### src/rtl/instr_encoder_pkg.sv
// Shared RV32I ALU encoding constants and request type for the encoder and
// the datapath control decoder.
package instr_encoder_pkg;

  localparam logic [6:0] OP_RTYPE   = 7'b0110011;
  localparam logic [6:0] OP_ITYPE   = 7'b0010011;
  localparam logic [6:0] FUNCT7_SUB = 7'b0100000;

  localparam logic [2:0] F3_ADD = 3'b000;
  localparam logic [2:0] F3_SLL = 3'b001;
  localparam logic [2:0] F3_SLT = 3'b010;
  localparam logic [2:0] F3_XOR = 3'b100;
  localparam logic [2:0] F3_SRL = 3'b101;
  localparam logic [2:0] F3_OR  = 3'b110;
  localparam logic [2:0] F3_AND = 3'b111;

  localparam logic [3:0] ALU_ADD = 4'b0000;
  localparam logic [3:0] ALU_SUB = 4'b0001;
  localparam logic [3:0] ALU_SLL = 4'b0010;
  localparam logic [3:0] ALU_SLT = 4'b0011;
  localparam logic [3:0] ALU_XOR = 4'b0100;
  localparam logic [3:0] ALU_SRL = 4'b0101;
  localparam logic [3:0] ALU_OR  = 4'b0110;
  localparam logic [3:0] ALU_AND = 4'b0111;

  typedef struct packed {
    logic [3:0]  alu_ctrl;
    logic        alu_src;
    logic [4:0]  rd;
    logic [4:0]  rs1;
    logic [4:0]  rs2;
    logic [11:0] imm;
  } enc_req_t;

endpackage

### src/rtl/instr_encoder_pack.sv
// Combinational request -> instruction word packer with legality check.
module instr_pack
  import instr_encoder_pkg::*;
(
  input  enc_req_t    req,
  output logic [31:0] instr,
  output logic        illegal
);

  logic [2:0]  funct3;
  logic [6:0]  funct7;
  logic [11:0] imm_f;
  logic        is_shift;

  assign is_shift = (req.alu_ctrl == ALU_SLL) || (req.alu_ctrl == ALU_SRL);

  // funct3/funct7 lookup, I-type upper field, and illegal-request priority chain
  always_comb begin
    funct3  = F3_ADD;
    funct7  = 7'b0;
    illegal = 1'b0;
    case (req.alu_ctrl)
      ALU_ADD: funct3 = F3_ADD;
      ALU_SUB: begin funct3 = F3_ADD; funct7 = FUNCT7_SUB; end
      ALU_SLL: funct3 = F3_SLL;
      ALU_SLT: funct3 = F3_SLT;
      ALU_XOR: funct3 = F3_XOR;
      ALU_SRL: funct3 = F3_SRL;
      ALU_OR:  funct3 = F3_OR;
      ALU_AND: funct3 = F3_AND;
      default: funct3 = F3_ADD;
    endcase

    if (req.alu_ctrl[3])
      illegal = 1'b1;
    else if (req.alu_ctrl == ALU_SUB && req.alu_src)
      illegal = 1'b1;
    else if (is_shift && req.alu_src && req.imm[11:5] != 7'b0)
      illegal = 1'b1;

    // shift-immediates carry only shamt; upper 7 bits stay zero (no srai here)
    imm_f = is_shift ? {7'b0, req.imm[4:0]} : req.imm;

    if (req.alu_src)
      instr = {imm_f, req.rs1, funct3, req.rd, OP_ITYPE};
    else
      instr = {funct7, req.rs2, req.rs1, funct3, req.rd, OP_RTYPE};
  end

endmodule

### src/rtl/instr_encoder.sv
// ALU-op -> RV32I instruction encoder with one registered output stage,
// wrapping imem address counter and sticky err/full flags.
module instr_encoder
  import instr_encoder_pkg::*;
#(
  parameter int ADDR_W = 8,
  parameter int DEPTH  = 256
) (
  input  logic              clk,
  input  logic              rst_n,
  input  logic              in_valid,
  output logic              in_ready,
  input  logic [3:0]        in_alu_ctrl,
  input  logic              in_alu_src,
  input  logic [4:0]        in_rd,
  input  logic [4:0]        in_rs1,
  input  logic [4:0]        in_rs2,
  input  logic [11:0]       in_imm,
  output logic              out_valid,
  input  logic              out_ready,
  output logic [31:0]       out_instr,
  output logic [ADDR_W-1:0] out_addr,
  output logic              err,
  output logic              full,
  input  logic              clear
);

  localparam logic [ADDR_W-1:0] LAST = ADDR_W'(DEPTH - 1);

  enc_req_t          req;
  logic [31:0]       pk_instr;
  logic              pk_illegal;
  logic [ADDR_W-1:0] cnt;
  logic              accept, load;

  assign req = '{alu_ctrl: in_alu_ctrl, alu_src: in_alu_src, rd: in_rd,
                 rs1: in_rs1, rs2: in_rs2, imm: in_imm};

  instr_pack u_pack (
    .req     (req),
    .instr   (pk_instr),
    .illegal (pk_illegal)
  );

  // clear blocks acceptance so it never races a counter increment
  assign in_ready = !full && !clear && (!out_valid || out_ready);
  assign accept   = in_valid && in_ready;
  assign load     = accept && !pk_illegal;

  // output register: load replaces (even while draining), else drain clears valid
  always_ff @(posedge clk or negedge rst_n) begin
    if (!rst_n) begin
      out_valid <= 1'b0;
      out_instr <= '0;
      out_addr  <= '0;
    end else if (load) begin
      out_valid <= 1'b1;
      out_instr <= pk_instr;
      out_addr  <= cnt;
    end else if (out_ready) begin
      out_valid <= 1'b0;
    end
  end

  // address counter and sticky flags; clear wins over everything else
  always_ff @(posedge clk or negedge rst_n) begin
    if (!rst_n) begin
      cnt  <= '0;
      err  <= 1'b0;
      full <= 1'b0;
    end else if (clear) begin
      cnt  <= '0;
      err  <= 1'b0;
      full <= 1'b0;
    end else begin
      if (load) begin
        cnt <= (cnt == LAST) ? '0 : cnt + 1'b1;
        if (cnt == LAST) full <= 1'b1;
      end
      if (accept && pk_illegal) err <= 1'b1;
    end
  end

endmodule

### config.mk
export PLATFORM = sky130hd
export DESIGN_NAME = instr_encoder
export DESIGN_NICKNAME = d
export VERILOG_FILES = /design/src/rtl/instr_encoder_pkg.sv /design/src/rtl/instr_encoder_pack.sv /design/src/rtl/instr_encoder.sv
export SDC_FILE = /design/constraint.sdc
export NUM_CORES = 1
export LEC_CHECK = 0
export CORE_ASPECT_RATIO = 1.25
export CORE_MARGIN = 2
export CORE_UTILIZATION = 40
export CTS_CLUSTER_DIAMETER = 50
export DETAILED_ROUTE_END_ITERATION = 10
export PLACE_DENSITY = 0.78
export SKIP_LAST_GASP = 1
export SLEW_MARGIN = 40
export SYNTH_ARGS = -nofsm -noshare
export SYNTH_HDL_FRONTEND = slang
export SYNTH_SLANG_ARGS = --single-unit
### constraint.sdc
create_clock -name clk -period 4.35 [get_ports clk]
set_input_delay 0.6525 -clock clk [delete_from_list [all_inputs] [get_ports clk]]
set_output_delay 0.6525 -clock clk [all_outputs]
set_load 0.01 [all_outputs]
# [After elaboration in Yosys (flattened, before gate mapping)]
# Cells that the tools add are included.
[op_classes] add_sub_neg=1 multipliers=0 div_mod_pow=0 order_cmp=0 n_eq_ne=8 shift=0 n_mux=17 n_bitwise=0 n_reduce_logical=20
[ops] operator="two-way mux 32 bit" n=1
[ops] operator="two-way mux 8 bit" n=3
[ops] operator="case mux 3 bit (6 select lines)" n=1
[ops] operator="equality test 4 x 3 -> 1 bit (second input constant)" n=4
[ops] operator="two-way mux 12 bit" n=1
[ops] operator="two-way mux 1 bit" n=10
[ops] operator="adder 8 x 1 -> 8 bit (second input constant)" n=1
[ops] operator="equality test 4 x 2 -> 1 bit (second input constant)" n=2
[ops] operator="equality test 8 bit (second input constant)" n=1
[ops] operator="logical AND 1 bit" n=8
[ops] operator="nonzero test 2 bit" n=4
[ops] operator="nonzero test 7 bit" n=1
[ops] operator="two-way mux 6 bit" n=1
[ops] operator="equality test 4 x 1 -> 1 bit (second input constant)" n=1
[ops] operator="zero test 1 bit" n=4
[ops] operator="logical OR 1 bit" n=2
[ops] operator="AND reduction 2 bit" n=1
[word_totals] ff_bits=51 latchBits=0 mem_bits_rw=0 rom_bits=0 output_inout_bits=44 memories=0

# [Longest topological paths before layout]
# Gate-level depths: netlist of the first run.
[depth] ltp_word=11 depth_mapped=7

# [Cells and area by module]
# A second synthesis of the first run with hierarchy kept.
[unflattened] hier_cells=188 hier_area_um2=2408.6
[by_module_without_submodules] mod="instr_encoder" instances=1 cells_per_inst=138 area_each_um2=2057.0 seq_area_each_um2=1276.2
[by_module_without_submodules] mod="instr_pack" instances=1 cells_per_inst=50 area_each_um2=351.6 seq_area_each_um2=0.0

# [Worst setup path after synthesis of the first run]
# Ideal clock, no wire load.
[synth_timing] path_kind="input to register" start="input in_imm[7]" end="register cnt[6]" arrival_time_ps=2141 setup_slack_ps=2084 cell_stages=6 path_buffers=1 cell_sequence="or4_4 -> nor4_4 -> o211a_4 -> buf_6 -> o2111ai_4 -> mux2_4"
[synth_via] elab_chain_cells=8
[synth_rtl] item="start: declaration" line="instr_encoder.sv:18" source="input logic [11:0] in_imm,"
[synth_rtl] item="nonzero test 7 bit" line="instr_encoder_pack.sv:38" source="else if (is_shift && req.alu_src && req.imm[11:5] != 7'b0)"
[synth_rtl] item="logical AND 1 bit" line="instr_encoder_pack.sv:38"
[synth_rtl] item="two-way mux 1 bit" line="instr_encoder_pack.sv:38"
[synth_rtl] item="two-way mux 1 bit" line="instr_encoder_pack.sv:36" source="else if (req.alu_ctrl == ALU_SUB && req.alu_src)"
[synth_rtl] item="two-way mux 1 bit" line="instr_encoder_pack.sv:34" source="if (req.alu_ctrl[3])"
[synth_rtl] item="zero test 1 bit" line="instr_encoder.sv:48" source="assign load = accept && !pk_illegal;"
[synth_rtl] item="logical AND 1 bit" line="instr_encoder.sv:48"
[synth_rtl] item="nonzero test 2 bit (no line)"
[synth_rtl] item="end signal: assignment" line="instr_encoder.sv:77" source="cnt <= (cnt == LAST) ? '0 : cnt + 1'b1;"
[synth_rtl] item="end: declaration" line="instr_encoder.sv:33" source="logic [ADDR_W-1:0] cnt;"
# Every way passes these cells.
# A chain may end at the register's enable or synchronous reset.

# [Final worst setup path of the first run]
[layout_timing] start="input clear" end="output in_ready"
[layout_via] elab_chain_cells=3
[layout_rtl] item="start: declaration" line="instr_encoder.sv:25" source="input logic clear"
[layout_rtl] item="zero test 1 bit" line="instr_encoder.sv:46" source="assign in_ready = !full && !clear && (!out_valid || out_ready);"
[layout_rtl] item="logical AND 1 bit (2 in series)" line="instr_encoder.sv:46"
[layout_rtl] item="end: declaration" line="instr_encoder.sv:12" source="output logic in_ready,"
# Every way passes these cells.

==> run_results.csv, run 1 <==
group,metric,value,unit
floorplanning,start_util,41.0,%
logic_synthesis,synth_seq_area_share,52.4,%
clocking,clk_latency,0.30,ns
setup_path,critPathRequiredTime,3.70,ns
floorplanning,die_area,6110,um^2
placement,dp_slack,1.28,ns
clocking,cts-htree-levels,2,
logic_synthesis,ys_warn_count,0,
power_and_ir_drop,ir_worst_vdd,0.000379,V
power_and_ir_drop,p_per_area,386,nW/um^2
setup_path,worstSetupStartpointType,"input pin",
placement,gp_congestion,0.843,
clocking,cts_repair_resize_count,0,
logic_synthesis,synth_edf_count,0,
clocking,cts_root_buffer,"clkbuf_8",
finish,seqCellArea,1150,um^2
logic_synthesis,yosys.area.top_type,"dfrtp_1",
run_status,status,"finished, final reports clean",
grt,grt-ovfl-total,0,
finish,syn2layout_area_growth,41.1,%
finish,final_area,3100,um^2
finish,fill_cells,462,
timing,rsz0062_at_grt,"no",
logic_synthesis,yosys-top-cells-area,"dfrtp_1, mux2_2, o21ai_0, nand3_1, mux2i_1",
timing,fin_setup_tns,0,ns
setup_path,r2r_setup_slack,2.33,ns
timing,holdWs,0.338,ns
detailed_routing,drt-total-wl,4920,um
logic_synthesis,syn_area,2200,um^2
placement,numPortBuffers,77,
clocking,cts_buffers,5,
clocking,post_cts_buffers,0,
min_path,min_path_type,"in2async",
timing,worstMarginPinSlew,0.583,ns
power_and_ir_drop,p_leak,1.34,nW
floorplanning,num_io_pins,81,
grt,grt_pass1_vias,1816,
clocking,cts.sinks,46,
logic_synthesis,yosysMostFrequentCell,"dfrtp_1",
timing,slew-limit-headroom,61.1,%
placement,dp_hpwl,3530,um
setup_path,cp-endpoint,"in_ready",
timing,finClkSkew,0.00900,ns
timing,fin_crit_sh,65.3,%
detailed_routing,detail-route-antenna-nets,0,
grt,grt_pass1_wl,8290,um
grt,grt_antenna_before_repair,0,
logic_synthesis,syn-mean-instance-area,11.1,um^2
logic_synthesis,async_flop_share,100,%
timing,fin_crit,2.84,ns
timing,finalSetupViolCount,0,
detailed_routing,drtIter0Drc,67,
setup_path,crit_path_start,"clear",
grt,grt_usage,17.0,%
timing,hold_violations,0,
floorplanning,die_width,70.3,um
logic_synthesis,yosysUniqueCellTypes,43,
setup_path,r2r-start,"full",
setup_path,r2r_end,"out_instr[14]",
setup_path,criticalPathCategory,"in2out",
floorplanning,die-height,86.9,um
grt,grt_max_degree,47,
detailed_routing,num_vias,1740,
timing,layout_setup_ws,1.51,ns
flow_run,maxCapViolations,0,
floorplanning,fp.coreArea,5370,um^2
finish,final_nets,307,
clocking,cts_tree,"yes",
setup_path,cp.arrival,2.19,ns
logic_synthesis,yosys_most_used_dff,"dfrtp_1",
logic_synthesis,synthTopCellsByCount,"dfrtp_1, o21ai_0, mux2_2, nand3_1, nand2_1",
placement,placed_area,2960,um^2
logic_synthesis,synthDominantCellAreaShare,52.4,%
clocking,cts_hold_repair.buffers,0,
timing,max_freq,352,MHz
finish,drive_gt1_share,14.8,%
setup_path,cp_max_fo,12,
logic_synthesis,synth-seq-cells,46,
detailed_routing,post_drt_wl_per_cell,14.7,um
detailed_routing,drc,0,
detailed_routing,routed_via_density,5.21,
floorplanning,row_count,30,
timing,slew_viol_final,0,
clocking,clk_pin_slew,0.09,ns
finish,antennaDiodeCount,0,
setup_path,end_kind,"output port",
detailed_routing,drtPass1Iterations,4,
logic_synthesis,synthCells,198,
clocking,cts_max_path_buffers,2,
finish,multi_input_comb_area,923,um^2
setup_path,r2r_cells,5,
-- state kept, by name, summed over array words and instances, names as in the netlist --
name and count:
out_addr 8, err 1, full 1, out_valid 1
cnt 8, out_instr 27
-- kinds of logic (layout without fill, tap and decap cells) --
kind of cell,Yosys count,after routing,synth area share [%]
multiplexers,26,26,13.1
AND/OR/NAND/NOR,60,60,15.5
buffers and inverters,23,93,5.98
AO/OA/AOI/OAI,41,41,12.4
other,1,3,0.171
adder cells (fa/ha/maj),1,1,0.569
flip-flops,46,46,52.4
-- report_power, final --
part | switching (mW) | total [mW] | internal, mW
sequential | 0.0311 | 0.518 | 0.487
combinational | 0.116 | 0.292 | 0.176
clock | 0.143 | 0.388 | 0.245
total | 0.291 | 1.20 | 0.908
-- final cells by class --
| class | count | area share [%] |
|---|---|---|
| Inverter | 6 | 0.726 |
| Timing Repair Buffer | 79 | 25.2 |
| Tap cell | 64 | 2.58 |
| Multi-Input combinational cell | 131 | 29.8 |
| Clock buffer | 6 | 2.66 |
| Sequential cell | 46 | 37.1 |
| Clock inverter | 2 | 1.94 |
-- metrics by stage --
stage	total power [mW]	std cells	util (%)
5_1_grt	1.25	334	57.8
6_report	1.20	334	57.8
2_1_floorplan	0.640	200	-
4_1_cts	1.22	334	57.8
3_5_place_dp	0.821	326	55.2
3_3_place_gp	0.812	326	55.1
-- critical path, stage by stage --
cell,delay [ns]
clkdlybuf4s50_1,0.62
nor2_1,0.21
and2_1,0.17
clkdlybuf4s50_1,0.54
-- layout by cell type, fill, tap and decap left out, types with 2 or more instances in the layout --
master            n
o21ai_0          24
nor2_1            8
nand2b_1          4
and2_1            2
mux2i_1           7
and3_1            4
clkdlybuf4s50_1  76
a221oi_1          2
buf_4             3
bufinv_16         2
inv_1             6
mux2_2           18
nand2_1          12
conb_1            3
dfrtp_1          46
and2b_1           2
clkbuf_8          6
a21oi_1           6
nand3_1          18
-- per-layer routing --
metal	vias up	wire length (um)	track usage (%)
li1	833	-	-
met5	-	0	0
met1	843	1960	20.0
met3	5	347	5.79
met2	59	2570	29.9
met4	0	42	3.85
-- worst min path at each step --
stage                   from       endpoint  slack [ns]  cells after the start
3_5_place_dp   out_instr[20]  out_instr[20]        0.49                      2
3_3_place_gp    out_instr[5]   out_instr[5]        0.46                      2
2_1_floorplan          rst_n         cnt[0]        0.36                      0
5_1_grt                rst_n   out_instr[4]        0.39                      1
6_report               rst_n   out_instr[5]        0.34                      1
4_1_cts                rst_n    out_addr[6]        0.37                      1
(Power assumes the default switching activity.)
==> run 2: changes to the inputs <==
clock period = 2.9 ns   (was 4.35 ns; I/O delays follow)
==> run 2 against run 1 <==
Worst setup slack got worse by 1.0 ns. Via count about the same. Critical path depth up 3. Total power increased by 41%. Global-route usage down 0.29 points. Critical endpoint is now out_instr[14].
==> run_results.csv, run 2 (same netlist as run 1, synthesis figures left out) <==
group,metric,value,unit
flow_run,maxCapViolations,0,
floorplanning,row_count,30,
timing,fin_setup_tns,0,ns
finish,largest_reg_flops,27,
clocking,cts_hold_repair.buffers,0,
finish,most-common-layout-cells,"clkdlybuf4s50_1, dfrtp_1, o21ai_0",
setup_path,slowest_stage,"clkdlybuf4s50_1",
clocking,cts-htree-levels,2,
setup_path,end_kind,"register",
timing,hold_violations,0,
finish,drive_gt1_share,15.6,%
detailed_routing,drtPass1Iterations,4,
setup_path,crit_chain,"clkdlybuf4s50_1 > or3b_1 > a21o_1 > o211a_4 > nor2_4 > buf_4 > mux2_2",
power_and_ir_drop,total_power,1.69,mW
power_and_ir_drop,power_frac_seq,46.1,%
clocking,cts_tree,"yes",
grt,grt_pass1_wl,7990,um
finish,stdcell_count,339,
grt,grt_max_degree,47,
detailed_routing,num_vias,1739,
clocking,cts_root_buffer,"clkbuf_8",
finish,final_nets,312,
timing,finalSetupViolCount,0,
power_and_ir_drop,pwr-share-clk,27.6,%
floorplanning,die-height,86.9,um
finish,reg_top3,"out_instr: 27 flops, cnt: 8 flops, out_addr: 8 flops",
clocking,clk_latency,0.30,ns
timing,finClkSkew,0.0123,ns
floorplanning,fp.coreArea,5370,um^2
power_and_ir_drop,power_switching,0.430,mW
grt,grt-ovfl-total,0,
setup_path,critPathRequiredTime,3.10,ns
power_and_ir_drop,p_int,1.26,mW
finish,layout_commonest_cell,"clkdlybuf4s50_1",
grt,grt_pass1_vias,1733,
placement,dp.cells,331,
clocking,cts_buffers,5,
finish,syn2layout_area_growth,41.2,%
min_path,min_path_type,"in2async",
clocking,cts_max_path_buffers,2,
floorplanning,start_util,41.0,%
timing,rsz0062_at_grt,"no",
detailed_routing,detail-route-antenna-nets,0,
power_and_ir_drop,netSwitchingFraction,25.5,%
grt,grt_usage,16.7,%
placement,gp_congestion,0.838,
floorplanning,num_io_pins,81,
timing,max_freq,419,MHz
timing,slew_viol_final,0,
setup_path,cp_slowest_stage_delay,0.47,ns
floorplanning,die_width,70.3,um
power_and_ir_drop,p_leak,1.35,nW
clocking,cts_repair_resize_count,0,
finish,top_register,"out_instr",
detailed_routing,post_drt_wl_per_cell,14.8,um
finish,antennaDiodeCount,0,
setup_path,cp_max_fo,11,
setup_path,worstSetupStartpointType,"input pin",
detailed_routing,drc,0,
timing,slew-limit-headroom,60.8,%
floorplanning,die_area,6110,um^2
clocking,cts.sinks,46,
detailed_routing,drt-total-wl,5030,um
timing,fin_crit_sh,82.3,%
power_and_ir_drop,ir_worst_vdd,0.000409,V
placement,dp_hpwl,3630,um
placement,numPortBuffers,77,
timing,worstMarginPinSlew,0.588,ns
detailed_routing,drtIter0Drc,85,
clocking,clk_pin_slew,0.09,ns
setup_path,cp.arrival,2.58,ns
timing,fin_crit,2.39,ns
clocking,post_cts_buffers,0,
grt,grt_antenna_before_repair,0,
power_and_ir_drop,p_per_area,543,nW/um^2
detailed_routing,routed_via_density,5.13,
run_status,status,"finished, final reports clean",
power_and_ir_drop,combPwrFrac,26.4,%
finish,fin_util,57.8,%
setup_path,criticalPathCategory,"in2reg",
-- run 2: cell count changes in the layout (fill, tap and decap cells not counted), sizes merged --
| cell | delta |
|---|---|
| buf | +5 |
| bufinv | -1 |
| clkbuf | +1 |
-- run 2: power by group through the flow --
stage / clock, mW / combinational, mW / sequential (mW)
detailed placement: 0 / 0.450 / 0.792
floorplan: 0 / 0.130 / 0.831
global placement: 0 / 0.443 / 0.786
CTS: 0.479 / 0.452 / 0.779
global route: 0.504 / 0.481 / 0.791
finish: 0.465 / 0.445 / 0.777
-- run 2: final timing paths --
check / startpoint / endpoint / slack, ns / depth (start not counted)
max: in_alu_ctrl[0] / out_instr[14] / 0.51 / 7
min in group clk: out_instr[22] / out_instr[22] / 0.50 / 2
min reg2reg: out_instr[22] / out_instr[22] / 0.50 / 2
min: rst_n / out_instr[25] / 0.13 / 1
max reg2reg: full / out_instr[14] / 0.96 / 6
max in group asynchronous: rst_n / out_instr[18] / 2.37 / 1
-- run 2: area by class of cell --
| cell class | count | area, um^2 |
|---|---|---|
| repair buffers | 84 | 821 |
| clock inverters | 1 | 30.0 |
| well taps | 64 | 80.1 |
| fillers | 468 | 2260 |
| flip-flops and latches | 46 | 1150 |
| multi-input cells | 131 | 923 |
| inverters | 6 | 22.5 |
| clock buffers | 7 | 76.3 |
-- run 2: critical path: cells and delay by family --
| kind | cells | cell delay (ns) |
|---|---|---|
| simple gates | 2 | 0.57 |
| mux | 1 | 0.34 |
| compound gates | 2 | 0.55 |
| buf+inv | 2 | 0.67 |
-- run 2: metal layers --
layer  GRT usage [%]  share of wire (%)
met4            7.34                1.6
met1            20.6                 42
met2            26.8                 50
met3            5.44                6.8
met5               0                  0
-- run 2: per-stage QoR --
step | hold WS [ns] | instance area [um^2] | setup WS, ns
6_report | 0.133 | 3100 | 0.513
5_1_grt | 0.172 | 3100 | 0.419
4_1_cts | 0.147 | 3100 | 0.519
3_5_place_dp | 0.479 | 3000 | 0.190
3_3_place_gp | 0.458 | 3000 | 0.249
2_1_floorplan | 0.139 | 2210 | 0.852
==> edit (flow settings as in run 2) <==
Put one more register stage on the output `err`, with the module's reset. The value now appears one clock later. The other outputs are not delayed to match.
--- a/src/rtl/instr_encoder.sv
+++ b/src/rtl/instr_encoder.sv
@@ -27,4 +27,6 @@
 
   localparam logic [ADDR_W-1:0] LAST = ADDR_W'(DEPTH - 1);
+
+  logic err_s0;
 
   enc_req_t          req;
@@ -67,9 +69,9 @@
     if (!rst_n) begin
       cnt  <= '0;
-      err  <= 1'b0;
+      err_s0 <= 1'b0;
       full <= 1'b0;
     end else if (clear) begin
       cnt  <= '0;
-      err  <= 1'b0;
+      err_s0 <= 1'b0;
       full <= 1'b0;
     end else begin
@@ -78,5 +80,13 @@
         if (cnt == LAST) full <= 1'b1;
       end
-      if (accept && pk_illegal) err <= 1'b1;
+      if (accept && pk_illegal) err_s0 <= 1'b1;
+    end
+  end
+
+  always_ff @(posedge clk or negedge rst_n) begin
+    if (!rst_n) begin
+      err <= '0;
+    end else begin
+      err <= err_s0;
     end
   end
Formal check against the unedited RTL: not equivalent (Yosys sat finds a counterexample within 4 cycles, from zero or initial values and one cycle with rst_n low).
==> edit against run 2 <==
- area after synthesis increased by 1.1%
- total power decreased by 4.2%
- cell area decreased by 0.16%
- worst setup slack improved by 14 ps
- register-to-register slack improved by 60 ps
- wire length increased by 1.4%
- sequential cell count increased by 1
==> edit: results (changes against run 2) <==
stage,metric,value,unit,change
global_routing,largest net degree at the start of global routing,48,,+2.1%
sta,slew of the pin with the lowest slew margin,592,ps,+4.27 ps
drt,DRT iter0 DRCs,75,,-12%
setup_path,crit path DAT,2570,ps,about the same
drt,DR WL/cell,15.0,µm,+1.4%
logic_synthesis,asr flop ratio synth,100,%,unchanged
global_routing,vias in the first global route,1831,,+5.7%
cells_and_area,fraction of layout cells with a size suffix above 1,16.0,%,+0.36 points
logic_synthesis,Synth Area in Adders,0.563,%,-0.0064 points
setup_path,Top Family by Delay on Critical Path,simple AND/OR/NAND/NOR gates,,
power,Leakage,1.35,nW,+0.30%
global_routing,first-pass GRT wire length,8540,µm,+6.8%
global_routing,GRT Overall Usage,17.5,%,+0.84 points
logic_synthesis,Post-synth top cells,"dfrtp_1, o21ai_0, mux2_2, nand3_1, nand2_1",,
logic_synthesis,multiplexer area fraction after synthesis,12.9,%,-0.15 points
logic_synthesis,"top cells by area, synth","dfrtp_1, mux2_2, o21ai_0",,
logic_synthesis,Compound-Gate Fraction of Synth Area,12.2,%,-0.14 points
place,final RePlAce weighted congestion,0.806,,-3.8%
power,Max rail drop VDD,0.310,mV,-24%
drt,post-detailed-route via-to-cell ratio,5.18,,+1.0%
run_status,outcome,finished clean,,
place,pre-CTS WS,204,ps,+13.6 ps
logic_synthesis,"Seq/Total Area, Yosys",52.9,%,+0.54 points
sta,Final Skew,3.95,ps,-8.33 ps
clock_network,TritonCTS buffer count,5,,unchanged
logic_synthesis,Avg Inst Size Synth,11.2,µm²,+0.63%
setup_path,crit-path max FO,13,,+2
place,DPL Wire Length,3740,µm,+2.8%
edit: cell count changes in the layout (fill, tap and decap cells not counted), sizes merged:
cell	run 2	this run
clkinv	0	3
clkbuf	7	5
bufinv	1	0
buf	8	7
dfrtp	46	47
edit: kinds of logic after synthesis:
group,count (synthesis)
AOI/OAI and AO/OA,41
DFF,47
muxes,26
other,1
and+or+nand+nor,60
adders and majority gates,1
buffers and inverters,23
edit: worst paths after layout:
kind	cells past startpoint	endpoint	from	slack (ps)
setup reg to reg	6	out_instr[27]	full	1020
max in group asynchronous	1	out_instr[30]	rst_n	2370
setup / recovery	6	out_instr[14]	in_alu_ctrl[0]	530
hold / removal	1	out_instr[5]	rst_n	130
min in group clk	0	err	err_s0	380
hold reg to reg	0	err	err_s0	380
edit: cell type report:
class / count / area (µm²)
fillers: 483 / 2310
flip-flops and latches: 47 / 1180
well taps: 64 / 80.1
clock buffers: 5 / 68.8
clock inverters: 3 / 15.0
inverters: 6 / 22.5
multi-input cells: 131 / 923
repair buffers: 83 / 813
edit: through the flow:
stage                     hold WS [ps]  instance area (µm²)  utilization (%)
final                              132                 3100             57.3
after global routing               175                 3100             57.3
after floorplan                    139                 2230                -
after detailed placement           363                 3020             55.8
after global placement             367                 3010             55.7
after CTS                          150                 3100             57.3
edit: per-layer routing:
layer / vias to the layer above / global-route usage, % / part of all wire (%)
li1: 840 / - / -
met1: 849 / 20.8 / 41
met2: 61 / 29.1 / 50
met3: 7 / 6.25 / 7.9
met4: 0 / 6.69 / 1.5
met5: - / 0 / 0
edit: power by group:
group | switching, mW | leakage (nW) | internal, mW
Combinational | 0.175 | 0.694 | 0.267
Clock | 0.215 | 0.0477 | 0.165
Sequential | 0.0483 | 0.608 | 0.746
Total | 0.438 | 1.35 | 1.18
